`config.mk`:
```
export PLATFORM = sky130hd
export DESIGN_NAME = lcd1602_reader
export DESIGN_NICKNAME = d
export VERILOG_FILES = /design/src/rtl/lcd1602_reader.sv
export SDC_FILE = /design/constraint.sdc
export NUM_CORES = 1
export LEC_CHECK = 0
export CORE_MARGIN = 10
export CORE_UTILIZATION = 49
export CTS_CLUSTER_SIZE = 8
export DETAILED_ROUTE_END_ITERATION = 6
export PLACE_DENSITY = 0.82
export RECOVER_POWER = 25
export SYNTH_ARGS = -nofsm -noshare
export SYNTH_HDL_FRONTEND = slang
export SYNTH_SLANG_ARGS = --single-unit
```
`constraint.sdc`:
```
create_clock -name lcd_clk_in -period 3.04 [get_ports lcd_clk_in]
set_clock_uncertainty 0.1 [all_clocks]
set_input_delay 0.304 -clock lcd_clk_in [delete_from_list [all_inputs] [get_ports lcd_clk_in]]
set_output_delay 0.304 -clock lcd_clk_in [all_outputs]
set_load 0.01 [all_outputs]
```
`src/rtl/lcd1602_reader.sv`:
```
// lcd1602_reader: HD44780 read-cycle bus master (busy-flag/AC and DDRAM/CGRAM reads).
// Busy-flag polling is built in when LCD1602_BUSY_POLL_EN is defined.
module lcd1602_reader #(
    parameter int T_AS     = 2,
    parameter int T_PW     = 10,
    parameter int T_H      = 1,
    parameter int T_REC    = 7,
    parameter int POLL_MAX = 255
) (
    input  logic       lcd_clk_in,
    input  logic       lcd_rst_in,
    input  logic       req_valid,
    output logic       req_ready,
    input  logic       req_rs,
    input  logic       req_poll,
    output logic       rd_valid,
    output logic [7:0] rd_data,
    output logic       rd_busy,
    output logic       rd_timeout,
    input  logic [7:0] LCD_DATA_I,
    output logic       LCD_RS,
    output logic       LCD_RW,
    output logic       LCD_EN
);
    localparam int M1 = T_AS > T_PW ? T_AS : T_PW;
    localparam int M2 = T_H > T_REC ? T_H : T_REC;
    localparam int CW = $clog2((M1 > M2 ? M1 : M2) + 1);

    typedef enum logic [2:0] {IDLE, SETUP, STROBE, HOLD, RECOVER} state_t;

    state_t        state;
    logic [CW-1:0] cnt;
    logic          again;
    logic          again_c;

`ifdef LCD1602_BUSY_POLL_EN
    localparam int PW = $clog2(POLL_MAX + 1);
    logic          polling;
    logic [PW-1:0] n_reads;
    // another BF read follows only while busy and the poll budget is not spent
    assign again_c = polling && LCD_DATA_I[7] && n_reads != PW'(POLL_MAX - 1);
`else
    logic unused_poll;
    assign again_c     = 1'b0;
    assign rd_timeout  = 1'b0;
    assign unused_poll = req_poll ^ (POLL_MAX == 0);
`endif

    always_ff @(posedge lcd_clk_in) begin
        if (lcd_rst_in) begin
            state     <= IDLE;
            cnt       <= '0;
            again     <= 1'b0;
            req_ready <= 1'b1;
            rd_valid  <= 1'b0;
            rd_data   <= '0;
            rd_busy   <= 1'b0;
            LCD_RS    <= 1'b0;
            LCD_RW    <= 1'b0;
            LCD_EN    <= 1'b0;
`ifdef LCD1602_BUSY_POLL_EN
            rd_timeout <= 1'b0;
            polling    <= 1'b0;
            n_reads    <= '0;
`endif
        end else begin
            rd_valid <= 1'b0;
`ifdef LCD1602_BUSY_POLL_EN
            rd_timeout <= 1'b0;
`endif
            if (cnt != '0) cnt <= cnt - 1'b1;
            case (state)
                IDLE: if (req_valid) begin
                    state     <= SETUP;
                    cnt       <= CW'(T_AS - 1);
                    LCD_RS    <= req_rs;
                    LCD_RW    <= 1'b1;
                    req_ready <= 1'b0;
                    again     <= 1'b0;
`ifdef LCD1602_BUSY_POLL_EN
                    polling <= req_poll && !req_rs;
                    n_reads <= '0;
`endif
                end
                SETUP: if (cnt == '0) begin
                    state  <= STROBE;
                    cnt    <= CW'(T_PW - 1);
                    LCD_EN <= 1'b1;
                end
                STROBE: if (cnt == '0) begin
                    state   <= HOLD;
                    cnt     <= CW'(T_H - 1);
                    LCD_EN  <= 1'b0;
                    rd_data <= LCD_DATA_I;
                    again   <= again_c;
                    if (!again_c) begin
                        rd_valid <= 1'b1;
                        rd_busy  <= !LCD_RS && LCD_DATA_I[7];
`ifdef LCD1602_BUSY_POLL_EN
                        rd_timeout <= polling && LCD_DATA_I[7];
`endif
                    end
                end
                HOLD: if (cnt == '0) begin
                    state  <= RECOVER;
                    cnt    <= CW'(T_REC - 1);
                    LCD_RW <= 1'b0;
                    LCD_RS <= 1'b0;
                end
                RECOVER: if (cnt == '0) begin
                    if (again) begin
                        state  <= SETUP;
                        cnt    <= CW'(T_AS - 1);
                        LCD_RW <= 1'b1;
`ifdef LCD1602_BUSY_POLL_EN
                        n_reads <= n_reads + 1'b1;
`endif
                    end else begin
                        state     <= IDLE;
                        req_ready <= 1'b1;
                    end
                end
                default: state <= IDLE;
            endcase
        end
    end
endmodule

```
==> results of run 1 <==
metrics by stage:
step / utilization / cell area [um^2] / cells / power [mW]
final: 0.6919 / 1234 / 154 / 0.9619
after global routing: 0.6919 / 1234 / 154 / 1.052
after CTS: 0.6919 / 1234 / 154 / 0.9725
after detailed placement: 0.6765 / 1206 / 150 / 0.8396
after global placement: 0.6765 / 1206 / 150 / 0.8174
after floorplan: - / 955.9 / 107 / 0.7081
report_power, final:
| group | switching, mW | internal, mW | leakage [nW] | total, mW |
|---|---|---|---|---|
| Clock | 0.0858 | 0.0491 | 0.0177 | 0.135 |
| Sequential | 0.0647 | 0.332 | 0.171 | 0.397 |
| Combinational | 0.221 | 0.209 | 0.360 | 0.430 |
critical path: cells and delay by family (launching register included):
family,cells,cell delay [ns]
and+or+nand+nor,2,0.45
DFF,1,0.35
AOI/OAI and AO/OA,2,0.33
buffers and inverters,2,0.28
adders and majority gates,2,0.59
layout make-up:
cell class	count	area, um^2	area share
Inverter	6	22.52	0.01826
Timing Repair Buffer	25	250.2	0.2028
Clock inverter	1	5.005	0.004057
Tap cell	25	31.28	0.02536
Sequential cell	21	420.4	0.3408
Clock buffer	3	22.52	0.01826
Multi-Input combinational cell	73	481.7	0.3905
how the worst max path moves through the flow:
| stage | startpoint | to | slack (ns) | cells past startpoint |
|---|---|---|---|---|
| finish | cnt[0]$_SDFF_PP0_ | cnt[0]$_SDFF_PP0_ | 0.80 | 8 |
| global route | cnt[0]$_SDFF_PP0_ | cnt[0]$_SDFF_PP0_ | 0.57 | 8 |
| global placement | cnt[0]$_SDFF_PP0_ | rd_busy$_SDFFE_PP0P_ | 0.90 | 6 |
| CTS | cnt[0]$_SDFF_PP0_ | cnt[0]$_SDFF_PP0_ | 0.81 | 8 |
| floorplan | cnt[0]$_SDFF_PP0_ | cnt[0]$_SDFF_PP0_ | 1.12 | 8 |
| detailed placement | cnt[0]$_SDFF_PP0_ | cnt[0]$_SDFF_PP0_ | 0.83 | 8 |
logic make-up after synthesis:
| kind of cell | share of synthesized area |
|---|---|
| XOR/XNOR | 0.009164 |
| AND/OR/NAND/NOR | 0.2251 |
| AO/OA/AOI/OAI | 0.1427 |
| buffers and inverters | 0.05627 |
| other | 0.003923 |
| adder cells (fa/ha/maj) | 0.03927 |
| flip-flops | 0.4398 |
| multiplexers | 0.08377 |
cell usage in the layout (no fill, tap or decap), types with 2 or more instances in the layout:
cell type	instances
a21oi_1	9
clkbuf_4	3
clkdlybuf4s50_1	17
dfxtp_1	21
dlygate4sd3_1	8
ha_1	3
inv_1	6
mux2i_1	8
nand2_1	7
nand2b_1	2
nand3_1	2
nand3b_1	3
nor2_1	14
nor3_1	3
o21ai_0	3
or3_1	2
per-layer routing:
layer,share of wire,track usage,vias up
met5,0,0,-
li1,-,-,416
met2,0.50,0.1853,27
met4,0.016,0.04011,0
met3,0.057,0.03484,5
met1,0.43,0.1267,389
==> key figures, run 1 <==
Synth
  • Synthesized instance count: between 100 and 150
  • Cell variety after synth: 34
  • Number of flops mapped to enable cells by yosys: 0
  • Summed instance area of the synthesized netlist: 955.9 um^2
  • Fraction of the yosys area taken by sequential cells: 0.4398
  • Area share of the leading cell type in the synthesized netlist: 0.4398
  • Yosys warning count: 0
  • Post-synth top area cell: dfxtp_1
  • Cell with the most instances after synthesis: dfxtp_1
  • Commonest register cell after synthesis: dfxtp_1
  • Top post-synthesis cells by count: dfxtp_1, nor2_1, a21oi_1
  • Net count after synthesis: 123
  • Average cell area after synthesis: 8.934 um^2
  • Async set-reset flop share out of synthesis: 0
  • Largest cells by area after synthesis: dfxtp_1, mux2i_1, nor2_1
  • Number of storage elements in the synthesis netlist: 21

Cells and area
  • Final-layout fill cell count: 157
  • Largest register FFs: 8
  • Registers with the highest flip-flop counts: rd_data: 8 flops, cnt: 4 flops, state: 3 flops
  • Nets@finish: 146
  • Antenna diodes: 0
  • Largest reg by FF count: rd_data
  • Share of cells above drive strength 1: 0.06202
  • Area growth from synthesis to layout: 29.06%

Clocking
  • CTS Buffer Depth: 2
  • Worst-skew pair later-pin latency: 0.30 ns
  • Number of hold-repair buffers added at the cts stage: 0
  • Number of buffers added for setup after CTS: 0
  • Number of buffers created by CTS: 3
  • Clock sink total: 21
  • Master cell of the clock root buffer: clkbuf_4
  • Clock H-tree levels: 1
  • Count of instances resized after the clock tree is built: 0
  • CTS clk-pin slew, worst paths: roughly 0.12 ns
  • TritonCTS clock tree: done

Critical path
  • Arrival @ worst endpoint: 2.30 ns
  • Reg-to-reg setup timing slack: 0.80 ns
  • Startpoint of the worst register-to-register path: cnt[0]$_SDFF_PP0_
  • Cell with the largest stage delay on the worst path: nor3b_4
  • R2r worst-path depth: 8
  • Critical path data required time: 3.10 ns
  • Critical path startpoint category: flop
  • Top fanout value on the critical path: 7
  • End of the worst register-to-register path: cnt[0]$_SDFF_PP0_
  • Largest incremental delay on the critical path: 0.39 ns
  • Sequence of cells on the critical path: inv_1, ha_1, nor3b_4, inv_1, ha_1, nand2b_1, a222oi_1, a211oi_1
  • Worst setup path class: reg2reg
  • Capturing element type of the critical path: flop

STA
  • Endpoints failing hold: 0
  • Final cycle utilization of the critical path: 0.7363
  • Least setup slack across all paths after layout: about 0.8 ns
  • Fin Setup TNS: 0 ns
  • Top achievable clock speed: 446.8 MHz
  • Slew of the pin with the lowest slew margin: about 0.8 ns
  • Final setup viols: 0
  • Setup repair after global routing missed its margin: false
  • Worst slew margin: 0.4797
  • Number of pins exceeding their max-slew limit in the final report: 0
  • Final Critical Period: ~2.2 ns
  • Final-layout worst hold slack: approximately 0.36 ns

Outcome
  • Result of the run: complete, no violations

Place
  • Placement-stage worst setup slack: between 0.8 and 0.9 ns
  • Detail Placement HPWL: 1.664 mm
  • Final weighted congestion in routability-driven placement: 0.8580
  • Count of input and output buffers: 25

Detailed routing
  • Total vias in the final route: 837
  • Via-per-instance ratio: 5.435
  • Starting DRT DRC Count: 16
  • Detailed-router iteration count before antenna repair: 4
  • Final antenna-violating net count: 0
  • Routed WL: 2.130 mm
  • Number of design rule violations left after detail routing: 0
  • WL per Instance: 13.83 um

Hold path
  • Min-Delay Startpoint: LCD_RW$_SDFFE_PP0P_
  • Hold Path End: LCD_RW$_SDFFE_PP0P_
  • Tightest Hold Check Type: reg2reg
  • Depth of the worst hold-timing path: 2

GRT
  • Maximum number of pins on one net before global-route repair: 22
  • Global-route usage over all layers: 0.1098
  • Total global routing overflow: 0
  • Via count of the first global-routing pass: 830
  • Number of antenna violations at the first check in global routing: 0
  • First-pass GRT wire length: 3.739 mm

Die
  • Height of the chip: approximately 64 um
  • Number of rows created at floorplan: 15
  • Core area: 1783 um^2
  • Die W: 64.17 um
  • Initial standard-cell utilization of the core: 0.5361
  • I/O pins: 28
  • Area enclosed by the die boundary: 4118 um^2

Power and ir drop
  • Total power per unit cell area: between 700 and 800 nW/um^2
  • Leakage: approximately 0.55 nW
  • Worst vdd rail ir drop: 0.5642 mV

Job
  • Maximum capacitance violations: 0
Power figures use the tool's default switching activity.
==> inputs of run 2 (changes only) <==
CORE_UTILIZATION = 41   (was 49)
PLACE_DENSITY = 0.74   (was 0.82)
clock period = 2 ns   (was 3.04 ns; I/O delays follow)
==> run 2 against run 1 <==
Cell count rose by 4.5%. Hold slack improved by 0.0020 ns. Total power rose by 63%. Critical path depth did not move. First-iteration DRC count rose to 2.6 times the previous value. Count of clock-buffer cells in the layout did not move. Worst setup slack got worse by 0.63 ns. Sequential power rose by 53%. Register-to-register slack got worse by 0.63 ns. Fmax rose by 22%. Design area rose by 3.8%.
==> key figures, run 2 (synthesized netlist as in run 1, its figures left out) <==
Outcome
  • Result of the run: complete, no violations

Die
  • Die W: 68.29 um
  • Area enclosed by the die boundary: 4663 um^2
  • Core area: 2212 um^2
  • I/O pins: 28
  • Height of the chip: about 68 um
  • Initial standard-cell utilization of the core: 0.4321
  • Number of rows created at floorplan: 17

Critical path
  • Critical path data required time: 2.10 ns
  • End of the worst register-to-register path: cnt[0]$_SDFF_PP0_
  • Cell family with the largest share of critical-path delay: adder cells
  • Largest incremental delay on the critical path: 0.36 ns
  • Arrival @ worst endpoint: ~1.9 ns
  • Reg-to-reg setup timing slack: 0.17 ns
  • Total buffers and inverters traversed by the critical path: 2
  • Sequence of cells on the critical path: inv_1, ha_4, nor3b_4, inv_1, ha_1, nand2b_1, a222oi_1, a211oi_1
  • Cell with the largest stage delay on the worst path: dfxtp_1
  • R2r worst-path depth: 8
  • Startpoint of the worst register-to-register path: cnt[0]$_SDFF_PP0_
  • Critical path startpoint category: flop
  • Top fanout value on the critical path: 6
  • Worst setup path class: reg2reg
  • Start point of the critical path: cnt[0]$_SDFF_PP0_
  • Capturing element type of the critical path: flop
  • Most numerous cell on the critical path: inv_1

Place
  • Count of input and output buffers: 25
  • Detail Placement HPWL: between 1.5 and 2 mm
  • Placement-stage worst setup slack: 0.1087 ns
  • Final weighted congestion in routability-driven placement: approximately 0.83

GRT
  • Global-route usage over all layers: 0.1065
  • Total global routing overflow: 0
  • Via count of the first global-routing pass: between 800 and 900
  • Maximum number of pins on one net before global-route repair: 16
  • First-pass GRT wire length: 3.829 mm
  • Number of antenna violations at the first check in global routing: 0

STA
  • Number of pins exceeding their max-slew limit in the final report: 0
  • Fin Setup TNS: 0 ns
  • Final setup viols: 0
  • Endpoints failing hold: 0
  • Final cycle utilization of the critical path: 0.9166
  • Top achievable clock speed: 545.5 MHz
  • Least setup slack across all paths after layout: approximately 0.17 ns
  • Slew of the pin with the lowest slew margin: 0.5265 ns
  • Setup repair after global routing missed its margin: false
  • Worst slew margin: 0.6479
  • Final Critical Period: 1.833 ns

Detailed routing
  • Starting DRT DRC Count: 41
  • Number of design rule violations left after detail routing: 0
  • WL per Instance: 14.04 um
  • Final antenna-violating net count: 0
  • Via-per-instance ratio: 5.323
  • Total vias in the final route: 857
  • Routed WL: between 2 and 2.5 mm
  • Detailed-router iteration count before antenna repair: 4

Clocking
  • CTS clk-pin slew, worst paths: 0.13 ns
  • Worst-skew pair later-pin latency: a little over 0.3 ns
  • Master cell of the clock root buffer: clkbuf_4
  • Number of buffers created by CTS: 3
  • Clock sink total: 21
  • Number of buffers added for setup after CTS: 0
  • CTS Buffer Depth: 2
  • Clock H-tree levels: 1
  • TritonCTS clock tree: done

Cells and area
  • Largest register FFs: 8
  • Antenna diodes: 0
  • Highest-count cells in the layout ignoring fill and taps: dfxtp_1, clkdlybuf4s50_1, nor2_1
  • Area growth from synthesis to layout: 33.90%
  • Nets@finish: 150
  • Largest reg by FF count: rd_data
  • Registers with the highest flip-flop counts: rd_data: 8 flops, cnt: 4 flops, state: 3 flops
  • Share of cells above drive strength 1: 0.09774
  • Most common cell after layout, fill and taps aside: dfxtp_1

Power and ir drop
  • Total power per unit cell area: 1223 nW/um^2
  • Worst vdd rail ir drop: 0.6912 mV
  • Leakage: between 0.5 and 0.6 nW

Hold path
  • Tightest Hold Check Type: reg2reg
  • Hold Path End: LCD_RW$_SDFFE_PP0P_
  • Min-Delay Startpoint: LCD_RW$_SDFFE_PP0P_
  • Depth of the worst hold-timing path: 2

Job
  • Maximum capacitance violations: 0
[run 2: how the worst max path moves through the flow]
stage / slack [ns] / endpoint / cells past startpoint
after floorplan: 0.08 / cnt[0]$_SDFF_PP0_ / 8
after global placement: 0.18 / cnt[0]$_SDFF_PP0_ / 9
after detailed placement: 0.11 / cnt[0]$_SDFF_PP0_ / 9
after CTS: 0.09 / cnt[0]$_SDFF_PP0_ / 9
after global routing: 0.03 / cnt[0]$_SDFF_PP0_ / 8
final: 0.17 / cnt[0]$_SDFF_PP0_ / 8
[run 2: cell type report]
cell class                      instances  area [um^2]
Clock buffer                            3        22.52
Multi-Input combinational cell         73        494.2
Timing Repair Buffer                   29        280.3
Clock inverter                          1        5.005
Inverter                                6        22.52
Sequential cell                        21        420.4
Fill cell                             205        932.1
Tap cell                               28        35.03
[run 2: metrics by stage]
| step | hold slack, ns | util | power [mW] | cells | cell area (um^2) |
|---|---|---|---|---|---|
| 6_report | 0.3666 | 0.5786 | 1.566 | 161 | 1280 |
| 5_1_grt | 0.3912 | 0.5786 | 1.707 | 161 | 1280 |
| 4_1_cts | 0.3678 | 0.5730 | 1.549 | 161 | 1267 |
| 3_5_place_dp | 0.3500 | 0.5605 | 1.338 | 157 | 1240 |
| 3_3_place_gp | 0.3416 | 0.5605 | 1.308 | 157 | 1240 |
| 2_1_floorplan | 0.2203 | - | 1.076 | 107 | 955.9 |
[run 2: repair_timing]
item	4_1_cts	5_1_grt
hold endpoints to repair	0	0
setup endpoints to repair	0	5
resized for setup	0	2
hold buffers	0	0
[run 2: report_power, final]
group / leakage [nW] / internal (mW) / switching, mW
sequential: 0.171 / 0.505 / 0.102
clock: 0.0177 / 0.0747 / 0.133
combinational: 0.380 / 0.385 / 0.365
total: 0.569 / 0.965 / 0.600
[run 2: layer usage]
metal / track usage / routed length [um] / up-vias
met5: 0 / 0 / -
met4: 0.03015 / 30 / 0
met3: 0.06852 / 290 / 5
met2: 0.1570 / 1025 / 35
met1: 0.1249 / 914 / 396
li1: - / - / 421
[run 2: tightest hold or removal path: cells and delay by family (launching register included)]
kind	cells	cell delay [ns]
flip-flops	1	0.33
AO/OA/AOI/OAI	1	0.05
AND/OR/NAND/NOR	1	0.05
==> inputs of run 3 (changes only) <==
PLACE_DENSITY = 0.8   (was 0.74)
==> run 3 against run 2 <==
Sequential cell count stayed put. Register-to-register slack about the same. Wire length is 6.9% higher. Count of clock-buffer cells in the layout up 1. Sequential share of layout area down 0.78 points. Non-clock buffer count grew 5. Combinational power increased by 9.3%. Via count grew 0.35%. Worst setup slack lost 0.0045 ns. First-iteration DRC count decreased by 44%. Core utilization increased by 1.8 points. Critical endpoint unchanged.
==> key figures, run 3 (synthesized netlist as in run 1, its figures left out) <==
Detailed routing
  • Starting DRT DRC Count: 23
  • Via-per-instance ratio: 5.181
  • Final antenna-violating net count: 0
  • WL per Instance: 14.56 um
  • Number of design rule violations left after detail routing: 0
  • Routed WL: 2.417 mm
  • Total vias in the final route: 860
  • Detailed-router iteration count before antenna repair: 4

Power and ir drop
  • Total power of the final layout: 1.635 mW
  • NetSw: just over 600 uW
  • Worst vdd rail ir drop: roughly 0.65 mV
  • Switching Share: 0.3760
  • Relative contribution of the clock network to total power: 0.127
  • Leakage: 0.5669 nW
  • Sequential cell fraction of total power: 0.371
  • Total power per unit cell area: 1240 nW/um^2
  • Logic pwr share: 0.502
  • Cell internal power dissipation: 1.020 mW

Hold path
  • Tightest Hold Check Type: reg2reg

Critical path
  • Top fanout value on the critical path: 5
  • Capturing element type of the critical path: flop
  • Cell family with the largest share of critical-path delay: flip-flops
  • Critical path startpoint category: flop
  • Worst setup path class: reg2reg
  • Most numerous cell on the critical path: inv_1
  • Cell with the largest stage delay on the worst path: dfxtp_2
  • Arrival @ worst endpoint: 1.96 ns
  • Critical path data required time: about 2.1 ns
  • Total buffers and inverters traversed by the critical path: 3
  • Largest incremental delay on the critical path: 0.35 ns
  • Sequence of cells on the critical path: inv_1, ha_4, nor3b_4, inv_1, buf_4, ha_1, nor2_1, a222oi_1, a211oi_1

GRT
  • First-pass GRT wire length: about 4 mm
  • Total global routing overflow: 0
  • Global-route usage over all layers: 0.1082
  • Maximum number of pins on one net before global-route repair: 12
  • Via count of the first global-routing pass: between 800 and 900
  • Number of antenna violations at the first check in global routing: 0

Clocking
  • Number of hold-repair buffers added at the cts stage: 0
  • CTS clk-pin slew, worst paths: 0.12 ns
  • Clock H-tree levels: 1
  • Master cell of the clock root buffer: clkbuf_4
  • Worst-skew pair later-pin latency: ~0.30 ns
  • Clock sink total: 21
  • TritonCTS clock tree: done
  • CTS Buffer Depth: 2
  • Number of buffers created by CTS: 3

Cells and area
  • Registers with the highest flip-flop counts: rd_data: 8 flops, cnt: 4 flops, state: 3 flops
  • Sequential Area: 422.9 um^2
  • Most common cell after layout, fill and taps aside: clkdlybuf4s50_1
  • Largest register FFs: 8
  • Highest-count cells in the layout ignoring fill and taps: clkdlybuf4s50_1, dfxtp_1, nor2_1
  • Largest reg by FF count: rd_data
  • Share of cells above drive strength 1: 0.1449
  • Antenna diodes: 0
  • Nets@finish: 155
  • Area of the multi-input gates: approximately 490 um^2
  • Area growth from synthesis to layout: 37.96%
  • Final-layout fill cell count: 196

STA
  • Final-layout worst hold slack: 0.3659 ns
  • Top achievable clock speed: 544.2 MHz
  • Final cycle utilization of the critical path: 0.9188
  • Final Critical Period: between 1.5 and 2 ns
  • Final setup viols: 0
  • Endpoints failing hold: 0
  • Number of pins exceeding their max-slew limit in the final report: 0

Die
  • I/O pins: 28
  • Area enclosed by the die boundary: 4663 um^2
  • Number of rows created at floorplan: 17
  • Die W: between 60 and 70 um
  • Height of the chip: between 60 and 70 um
  • Initial standard-cell utilization of the core: 0.4321
  • Core area: 2212 um^2

Outcome
  • Result of the run: complete, no violations

Place
  • Count of input and output buffers: 25
  • Detail Placement HPWL: about 1.8 mm
  • Final weighted congestion in routability-driven placement: slightly above 0.9

Job
  • Maximum capacitance violations: 0
run 3: changes by cell type in the layout (fill, tap and decap cells not counted):
cell,change
dlygate4sd3_1,-7
inv_2,+1
clkinv_2,-1
inv_1,-1
dfxtp_1,-2
dfxtp_2,+2
buf_4,+5
clkbuf_1,+1
clkdlybuf4s50_1,+7
run 3: per-stage QoR:
step	setup slack (ns)	TNS [ns]	util	cells	cell area, um^2
after detailed placement	0.1416	0	0.5673	159	1255
final	0.1623	0	0.5962	166	1319
after CTS	0.1354	0	0.5792	163	1281
after floorplan	0.07628	0	-	107	955.9
after global routing	-0.02591	-0.02591	0.5962	166	1319
after global placement	0.2283	0	0.5673	159	1255
run 3: final timing paths:
path,startpoint,end,slack [ns],cells after the start
worst max-delay path,cnt[1]$_SDFF_PP0_,cnt[0]$_SDFF_PP0_,0.16,9
worst min-delay path,rd_busy$_SDFFE_PP0P_,rd_busy$_SDFFE_PP0P_,0.37,2
worst max register to register,cnt[1]$_SDFF_PP0_,cnt[0]$_SDFF_PP0_,0.16,9
worst min register to register,rd_busy$_SDFFE_PP0P_,rd_busy$_SDFFE_PP0P_,0.37,2
run 3: layer usage:
| metal | GRT usage | part of all wire | vias to the layer above |
|---|---|---|---|
| li1 | - | - | 431 |
| met1 | 0.1259 | 0.39 | 394 |
| met2 | 0.1709 | 0.48 | 33 |
| met3 | 0.05546 | 0.12 | 2 |
| met4 | 0.03015 | 0.0033 | 0 |
| met5 | 0 | 0 | - |
run 3: power groups by stage:
stage / sequential (mW) / combinational [mW] / clock [mW]
6_report: 0.607 / 0.821 / 0.207
5_1_grt: 0.621 / 0.922 / 0.231
4_1_cts: 0.607 / 0.742 / 0.210
3_5_place_dp: 0.617 / 0.737 / 0
3_3_place_gp: 0.611 / 0.709 / 0
2_1_floorplan: 0.586 / 0.490 / 0
run 3: timing repair:
item                       CTS  global route
buffers inserted             0             3
setup endpoints to repair    0             1
resized for setup            0             5
run 3: area by class of cell:
cell class                 instances  area share
clock buffer                       4     0.01992
inverter                           6     0.01708
multi-input combinational         73      0.3748
sequential                        21      0.3207
tap                               28     0.02657
timing repair buffer              34      0.2410
run 3: worst reg2reg max path: stages (launching register included):
cell,delay (ns)
dfxtp_2,0.35
inv_1,0.10
ha_4,0.14
nor3b_4,0.22
inv_1,0.09
buf_4,0.16
ha_1,0.17
nor2_1,0.11
a222oi_1,0.10
a211oi_1,0.22
